<file path="config.mk">
export PLATFORM = sky130hd
export DESIGN_NAME = pw_digit_scan_ctrl
export DESIGN_NICKNAME = d
export VERILOG_FILES = /design/src/rtl/pw_digit_scan_ctrl.sv
export SDC_FILE = /design/constraint.sdc
export NUM_CORES = 1
export LEC_CHECK = 0
export CORE_ASPECT_RATIO = 2
export CORE_MARGIN = 3
export CORE_UTILIZATION = 45
export CTS_CLUSTER_SIZE = 25
export DETAILED_ROUTE_END_ITERATION = 10
export PLACE_DENSITY_LB_ADDON = 0.3
export RECOVER_POWER = 50
export SLEW_MARGIN = 5
export SYNTH_ARGS = -nofsm -noshare
export SYNTH_HDL_FRONTEND = slang
export SYNTH_SLANG_ARGS = --single-unit
</file>
<file path="constraint.sdc">
create_clock -name clk -period 4.9 [get_ports clk]
set_input_delay 1.47 -clock clk [delete_from_list [all_inputs] [get_ports clk]]
set_output_delay 1.47 -clock clk [all_outputs]
set_load 0.02 [all_outputs]
</file>
<file path="src/rtl/pw_digit_scan_ctrl.sv">
// pw_digit_scan_ctrl: sequences adjacent digit pairs of a packed candidate
// through a shared external equality comparator. It tracks run lengths and
// digit ordering, reports part-1/part-2 validity, and counts passing results.
module pw_digit_scan_ctrl #(
  parameter int DIGITS = 6,
  parameter int CNT_W  = 16
) (
  input  logic                  clk,
  input  logic                  rst,
  input  logic                  in_valid,
  output logic                  in_ready,
  input  logic [DIGITS*4-1:0]   in_digits,
  output logic [3:0]            cmp_a,
  output logic [3:0]            cmp_b,
  input  logic                  cmp_eq,
  output logic                  out_valid,
  input  logic                  out_ready,
  output logic                  out_part1,
  output logic                  out_part2,
  output logic                  busy,
  input  logic                  clr,
  output logic [CNT_W-1:0]      cnt_p1,
  output logic [CNT_W-1:0]      cnt_p2
);

  localparam int K_W = $clog2(DIGITS);

  typedef enum logic [1:0] {ST_IDLE, ST_SCAN, ST_DONE} state_t;

  state_t                state_q, state_d;
  logic [DIGITS*4-1:0]   digits_q, digits_d;
  logic [K_W-1:0]        k_q, k_d;
  logic [K_W-1:0]        k_p1;
  logic [2:0]            run_q, run_d;
  logic                  ge2_q, ge2_d;
  logic                  ex2_q, ex2_d;
  logic                  dec_q, dec_d;
  logic                  part1_q, part1_d;
  logic                  part2_q, part2_d;
  logic [CNT_W-1:0]      cnt_p1_q, cnt_p1_d;
  logic [CNT_W-1:0]      cnt_p2_q, cnt_p2_d;

  // Per-pair working values; only meaningful while scanning.
  logic [2:0]            run_n;
  logic                  ge2_n, ex2_n, dec_n;
  logic                  enter_done;
  logic [3:0]            pair_a, pair_b;

  // Digit 0 is the most significant nibble of the latched candidate.
  logic [3:0] digit_arr [DIGITS];
  generate
    for (genvar gi = 0; gi < DIGITS; gi++) begin : g_digit
      assign digit_arr[gi] = digits_q[(DIGITS-1-gi)*4 +: 4];
    end
  endgenerate

  assign k_p1   = k_q + K_W'(1);
  assign pair_a = digit_arr[k_q];
  assign pair_b = digit_arr[k_p1];

  // Next-state, datapath updates and handshake outputs of the scan FSM.
  always_comb begin
    state_d    = state_q;
    digits_d   = digits_q;
    k_d        = k_q;
    run_d      = run_q;
    ge2_d      = ge2_q;
    ex2_d      = ex2_q;
    dec_d      = dec_q;
    part1_d    = part1_q;
    part2_d    = part2_q;
    run_n      = run_q;
    ge2_n      = ge2_q;
    ex2_n      = ex2_q;
    dec_n      = dec_q;
    enter_done = 1'b0;
    in_ready   = 1'b0;
    out_valid  = 1'b0;
    cmp_a      = 4'd0;
    cmp_b      = 4'd0;
    case (state_q)
      ST_IDLE: begin
        in_ready = 1'b1;
        if (in_valid) begin
          digits_d = in_digits;
          k_d      = '0;
          run_d    = 3'd1;
          ge2_d    = 1'b0;
          ex2_d    = 1'b0;
          dec_d    = 1'b0;
          state_d  = ST_SCAN;
        end
      end
      ST_SCAN: begin
        cmp_a = pair_a;
        cmp_b = pair_b;
        dec_n = dec_q | (pair_b < pair_a);
        if (cmp_eq) begin
          run_n = (run_q == 3'd7) ? 3'd7 : run_q + 3'd1;
        end else begin
          ge2_n = ge2_q | (run_q >= 3'd2);
          ex2_n = ex2_q | (run_q == 3'd2);
          run_n = 3'd1;
        end
        if (k_q == K_W'(DIGITS-2)) begin
          // Final pair: close the run still open at the least significant end.
          ge2_n      = ge2_n | (run_n >= 3'd2);
          ex2_n      = ex2_n | (run_n == 3'd2);
          part1_d    = ge2_n & ~dec_n;
          part2_d    = ex2_n & ~dec_n;
          enter_done = 1'b1;
          state_d    = ST_DONE;
        end else begin
          k_d = k_p1;
        end
        run_d = run_n;
        ge2_d = ge2_n;
        ex2_d = ex2_n;
        dec_d = dec_n;
      end
      ST_DONE: begin
        out_valid = 1'b1;
        if (out_ready) begin
          part1_d = 1'b0;
          part2_d = 1'b0;
          state_d = ST_IDLE;
        end
      end
      default: state_d = ST_IDLE;
    endcase
  end

  // Saturating pass counters; clear takes priority over an increment.
  always_comb begin
    cnt_p1_d = cnt_p1_q;
    cnt_p2_d = cnt_p2_q;
    if (enter_done && part1_d && (cnt_p1_q != {CNT_W{1'b1}})) begin
      cnt_p1_d = cnt_p1_q + CNT_W'(1);
    end
    if (enter_done && part2_d && (cnt_p2_q != {CNT_W{1'b1}})) begin
      cnt_p2_d = cnt_p2_q + CNT_W'(1);
    end
    if (clr) begin
      cnt_p1_d = '0;
      cnt_p2_d = '0;
    end
  end

  // State and datapath registers, cleared asynchronously.
  always_ff @(posedge clk or posedge rst) begin
    if (rst) begin
      state_q  <= ST_IDLE;
      digits_q <= '0;
      k_q      <= '0;
      run_q    <= 3'd1;
      ge2_q    <= 1'b0;
      ex2_q    <= 1'b0;
      dec_q    <= 1'b0;
      part1_q  <= 1'b0;
      part2_q  <= 1'b0;
      cnt_p1_q <= '0;
      cnt_p2_q <= '0;
    end else begin
      state_q  <= state_d;
      digits_q <= digits_d;
      k_q      <= k_d;
      run_q    <= run_d;
      ge2_q    <= ge2_d;
      ex2_q    <= ex2_d;
      dec_q    <= dec_d;
      part1_q  <= part1_d;
      part2_q  <= part2_d;
      cnt_p1_q <= cnt_p1_d;
      cnt_p2_q <= cnt_p2_d;
    end
  end

  assign out_part1 = part1_q;
  assign out_part2 = part2_q;
  assign busy      = (state_q != ST_IDLE);
  assign cnt_p1    = cnt_p1_q;
  assign cnt_p2    = cnt_p2_q;

endmodule

</file>
==> out/metrics.csv, run 1 <==
metric,value,unit
drt_first_iter_violations,132,
fin_skew,0.00742,ns
hp-class,register to register,
vdd_ir_drop_max,0.000350,V
die_area,0.0105,sq mm
synth_area_leaders,"dfrtp_1 41%, mux2_2 9.2%, o31ai_1 3.8%, a21oi_1 3.7%, ha_1 3.6%",
final-setup-viol-count,0,
slew_violations,70,
cp-end-kind,register,
synth_cell_types,56,
grt_max_degree,70,
critPathLaunchType,register,
ys.flop_type,dfrtp_1,
power_density,580,mW/mm^2
seq_area_frac_synth,41.4,%
syn-num-nets,456,
max_cap_violations,1,
worstRegToRegCells,12,
nets,521,
design_area,0.00523,sq mm
fmax,220,MHz
clockRootBuffer,clkbuf_16,
yosys.area.top_type,dfrtp_1,
io-pin-count,75,
clock-sinks,69,
utilization,58.0,%
die_y,142,um
antenna_left,0,
netlist.area_leader.share,40.8,%
synth_warnings,0,
clock_latency,0.33,ns
syn_area,0.00417,sq mm
worst_slack,0.352,ns
cts_tree,built,
p_leak,2.13,nW
grt_usage,20.3,%
num_vias,3526,
violations,"max-capacitance violations, max-slew violations",
grt_pass1_vias,3431,
post_dp_cell_area,0.00495,sq mm
arrival,4.78,ns
start_util,46.3,%
final_cells,586,
drive_above_1_share,13.6,%
cts_made_buffers,9,
die_width,74.1,um
outcome,"finished, violations left",
drcViolationCount,0,
synth_most_common_cell,dfrtp_1,
grt_overflow,0,
reg2reg_slack,0.35,ns
clockBufferDepth,2,
max-slew-margin-rel,-16.7,%
r2r-end,cnt_p1[4],
ys_top_cells_by_count,"68 x dfrtp_1, 34 x mux2_2, 31 x a21oi_1",
grt_antenna_before_repair,0,
rows,49,
syn_inst,414,
grt_setup_unrepaired,false,
post-place-cells,570,
crit_end,cnt_p1[4],
grt_pass1_wl,16700,um
area_growth,25.3,%
synth_seq_cells,69,
clk_pin_slew,0.05,ns
fp.coreArea,0.00901,sq mm
crit_fanout,24,
period_minus_slack,4.55,ns
min_period_over_period,92.8,%
post_cts_resized,0,
synth_edf_count,0,
antenna_cells,0,
io_buffers,74,
gp_congestion,0.971,
holdBufCountCts,0,
crit_required,5.13,ns
r2r_start,k_q[1],
wirelength,10200,um
htree_levels,3,
worstMarginPinSlew,1.75,ns
drtPass1Iterations,5,
fin_setup_tns,0,ns
dp_hpwl,7340,um
cp-startpoint,k_q[1],
wl_per_cell,17.4,um
synth.avg_cell_area,10.1,sq um
crit_type,register to register,
timing.hold.ws,0.528,ns
place_ws,0.459,ns
viasPerCell,6.02,
p_total,3.03,mW
hold_viol,0,
postCtsSetupBuffers,0,
postSynth.asyncResetShare,100,%
==> registers in the layout, summed over array words and instances, names as in the netlist <==
register   cells
cnt_p2        16
state_q        2
out_part1      1
ge2_q          1
k_q            3
cnt_p1        16
out_part2      1
dec_q          1
run_q          3
digit_arr     24
ex2_q          1
==> kinds of logic (layout without fill, tap and decap cells) <==
kind of cell | Yosys count | in the layout | share of synthesized area [%]
AO/OA/AOI/OAI | 102 | 102 | 16.1
XOR/XNOR | 2 | 2 | 0.420
adder cells (fa/ha/maj) | 12 | 12 | 3.60
buffers and inverters | 45 | 115 | 4.68
flip-flops | 69 | 69 | 41.4
multiplexers | 49 | 49 | 15.4
AND/OR/NAND/NOR | 135 | 135 | 18.4
==> where the power goes <==
| part | switching (mW) | internal, mW |
|---|---|---|
| sequential | 0.129 | 0.719 |
| combinational | 0.839 | 0.744 |
| clock | 0.231 | 0.369 |
==> area by class of cell <==
type	count	area (sq um)
repair buffers	78	768
flip-flops and latches	69	1730
multi-input cells	300	2250
well taps	102	128
fillers	795	3790
inverters	21	78.8
clock inverters	2	10.0
clock buffers	14	264
==> worst max-delay path, cell delays in order, from the launching register on <==
cell and delay [ns]:
dfrtp_1 0.54, inv_1 0.11, ha_1 0.54, mux4_2 0.56
nand2_1 0.08, o31ai_1 0.08, ha_1 0.30, o21ai_0 0.09
a2111oi_0 0.75, a21boi_2 0.30, o22ai_2 0.31, or4_1 0.60
a21oi_1 0.17
==> layer usage <==
metal  part of all wire (%)  wire, um  global-route usage, %
met2                     52      5300                   34.6
met4                    2.9       292                   7.83
met1                     40      4060                   23.8
met5                      0         0                      0
met3                    5.3       536                   5.09
==> layout by cell type, fill, tap and decap left out, types with 15 or more instances in the layout <==
cell type / n
nand2_1: 25
a21oi_1: 31
clkdlybuf4s50_1: 57
dlygate4sd3_1: 17
nor2_1: 20
dfrtp_1: 68
nand3_1: 15
mux2_2: 34
o31ai_1: 21
inv_1: 20
o21ai_0: 20
or4_1: 15
==> worst min-delay path by stage <==
stage,start,endpoint,depth (start not counted)
6_report,digit_arr[15],digit_arr[15],1
4_1_cts,digit_arr[21],digit_arr[21],1
5_1_grt,digit_arr[15],digit_arr[15],1
3_3_place_gp,ge2_q,ge2_q,2
2_1_floorplan,ge2_q,ge2_q,2
3_5_place_dp,digit_arr[21],digit_arr[21],1
(Power assumes the default switching activity.)
==> run 2: changes to the inputs <==
--- a/config.mk
+++ b/config.mk
@@ -10,6 +10,7 @@
 export CORE_UTILIZATION = 45
 export CTS_CLUSTER_SIZE = 25
 export DETAILED_ROUTE_END_ITERATION = 10
+export MAX_ROUTING_LAYER = met4
 export PLACE_DENSITY_LB_ADDON = 0.3
 export RECOVER_POWER = 50
 export SLEW_MARGIN = 5
==> out/metrics.csv, run 2 (synthesis gave the netlist of run 1 again) <==
metric,value,unit
drive_above_1_share,14.0,%
hp-class,register to register,
grt_max_degree,70,
timing.hold.ws,0.523,ns
fin_setup_tns,0,ns
drt_first_iter_violations,145,
hold_viol,0,
p_leak,2.14,nW
grt_pass1_vias,3479,
layout_commonest_cell,dfrtp_1,
max_cap_violations,1,
gp_congestion,0.945,
multi_input_comb_area,0.00225,sq mm
clock-sinks,69,
die_area,0.0105,sq mm
layout_common_cells,"68 x dfrtp_1, 58 x clkdlybuf4s50_1, 34 x mux2_2",
r2r-end,cnt_p1[13],
vdd_ir_drop_max,0.000285,V
clockBufferDepth,2,
nets,521,
post-place-cells,570,
drcViolationCount,0,
wl_per_cell,17.6,um
viasPerCell,6.01,
critPathLaunchType,register,
crit_type,register to output pin,
grt_overflow,0,
antenna_cells,0,
fmax,221,MHz
io_buffers,74,
hold_start,digit_arr[0],
seqCellArea,0.00173,sq mm
max-slew-margin-rel,-16.0,%
outcome,"finished, violations left",
cts_made_buffers,9,
slew_violations,70,
sequentialPowerShare,27.6,%
crit_required,3.43,ns
grt_setup_unrepaired,false,
wirelength,10300,um
grt_antenna_before_repair,0,
grt_usage,20.9,%
io-pin-count,75,
switchingPower,1.21,mW
largest_reg_flops,24,
power_density,587,mW/mm^2
start_util,46.3,%
fp.coreArea,0.00901,sq mm
antenna_left,0,
worstRegToRegCells,12,
reg2reg_slack,0.43,ns
num_vias,3523,
drtPass1Iterations,4,
final-setup-viol-count,0,
clockRootBuffer,clkbuf_16,
period_minus_slack,4.53,ns
clock_latency,0.33,ns
rows,49,
holdBufCountCts,0,
htree_levels,3,
switching_share,39.3,%
clock_power_share,20.6,%
cts_tree,built,
dp_hpwl,7510,um
min_period_over_period,92.4,%
holdPathStages,1,
final_cells,586,
area_growth,25.7,%
p_total,3.08,mW
postCtsSetupBuffers,0,
die_y,142,um
violations,"max-capacitance violations, max-slew violations",
cp-end-kind,output pin,
nFillCells,819,
p_int,1.87,mW
arrival,3.06,ns
fin_skew,0.00614,ns
combPwrFrac,51.8,%
die_width,74.1,um
r2r_start,k_q[1],
worstMarginPinSlew,1.74,ns
grt_pass1_wl,16900,um
crit_fanout,10,
clk_pin_slew,0.05,ns
hold_end,digit_arr[0],
## run 2: cell type report
type | instances | area share, %
Timing Repair Buffer | 78 | 14.6
Inverter | 21 | 1.50
Clock buffer | 11 | 4.63
Clock inverter | 5 | 0.954
Sequential cell | 69 | 32.9
Multi-Input combinational cell | 300 | 42.9
Tap cell | 102 | 2.43
## run 2: power by group through the flow
stage | Combinational [mW] | Sequential (mW) | Clock, mW
2_1_floorplan | 1.21 | 0.796 | 0
3_3_place_gp | 1.56 | 0.847 | 0
3_5_place_dp | 1.59 | 0.858 | 0
4_1_cts | 1.60 | 0.850 | 0.655
5_1_grt | 1.77 | 0.871 | 0.678
6_report | 1.59 | 0.850 | 0.636
## run 2: critical path: stages (launching register included)
cell	delay [ns]
dfrtp_1	0.53
inv_1	0.13
ha_1	0.56
mux4_2	0.58
and2_1	0.20
o21a_1	0.20
clkdlybuf4s50_1	0.54
## run 2: worst max path at each step
stage	from	endpoint	slack, ns	cells past startpoint
after floorplan	k_q[0]	cnt_p1[8]	0.61	16
after global placement	k_q[1]	cnt_p1[8]	0.59	12
after detailed placement	k_q[1]	cnt_p1[8]	0.43	12
after CTS	k_q[1]	cmp_b[0]	0.36	6
after global routing	k_q[1]	cnt_p1[13]	0.10	12
final	k_q[1]	cmp_b[0]	0.37	6
## run 2: what timing repair did
action	CTS	global route
endpoints found under the setup margin	0	5
hold endpoints to repair	0	0
resized for setup	0	1
## run 2: stage by stage
step | util [%] | setup WS (ns) | cell area, sq um
after floorplan | - | 0.614 | 4170
after global placement | 55.0 | 0.593 | 4950
after detailed placement | 55.0 | 0.428 | 4950
after CTS | 58.2 | 0.357 | 5250
after global routing | 58.2 | 0.105 | 5250
final | 58.2 | 0.374 | 5250
## run 2: routing by layer
layer	vias to the layer above	global-route usage, %	share of wire (%)
met1	1741	24.1	40
met2	87	35.8	54
met5	-	-	0
met3	13	3.25	4.2
li1	1682	-	-
met4	0	7.55	1.8
==> run 3: changes to the inputs <==
--- a/config.mk
+++ b/config.mk
@@ -5,6 +5,7 @@
 export SDC_FILE = /design/constraint.sdc
 export NUM_CORES = 1
 export LEC_CHECK = 0
+export ABC_CLOCK_PERIOD_IN_PS = 4900
 export CORE_ASPECT_RATIO = 2
 export CORE_MARGIN = 3
 export CORE_UTILIZATION = 45
==> results of run 3 <==
No change in the layout: final DEF, timing and power equal those of run 2.
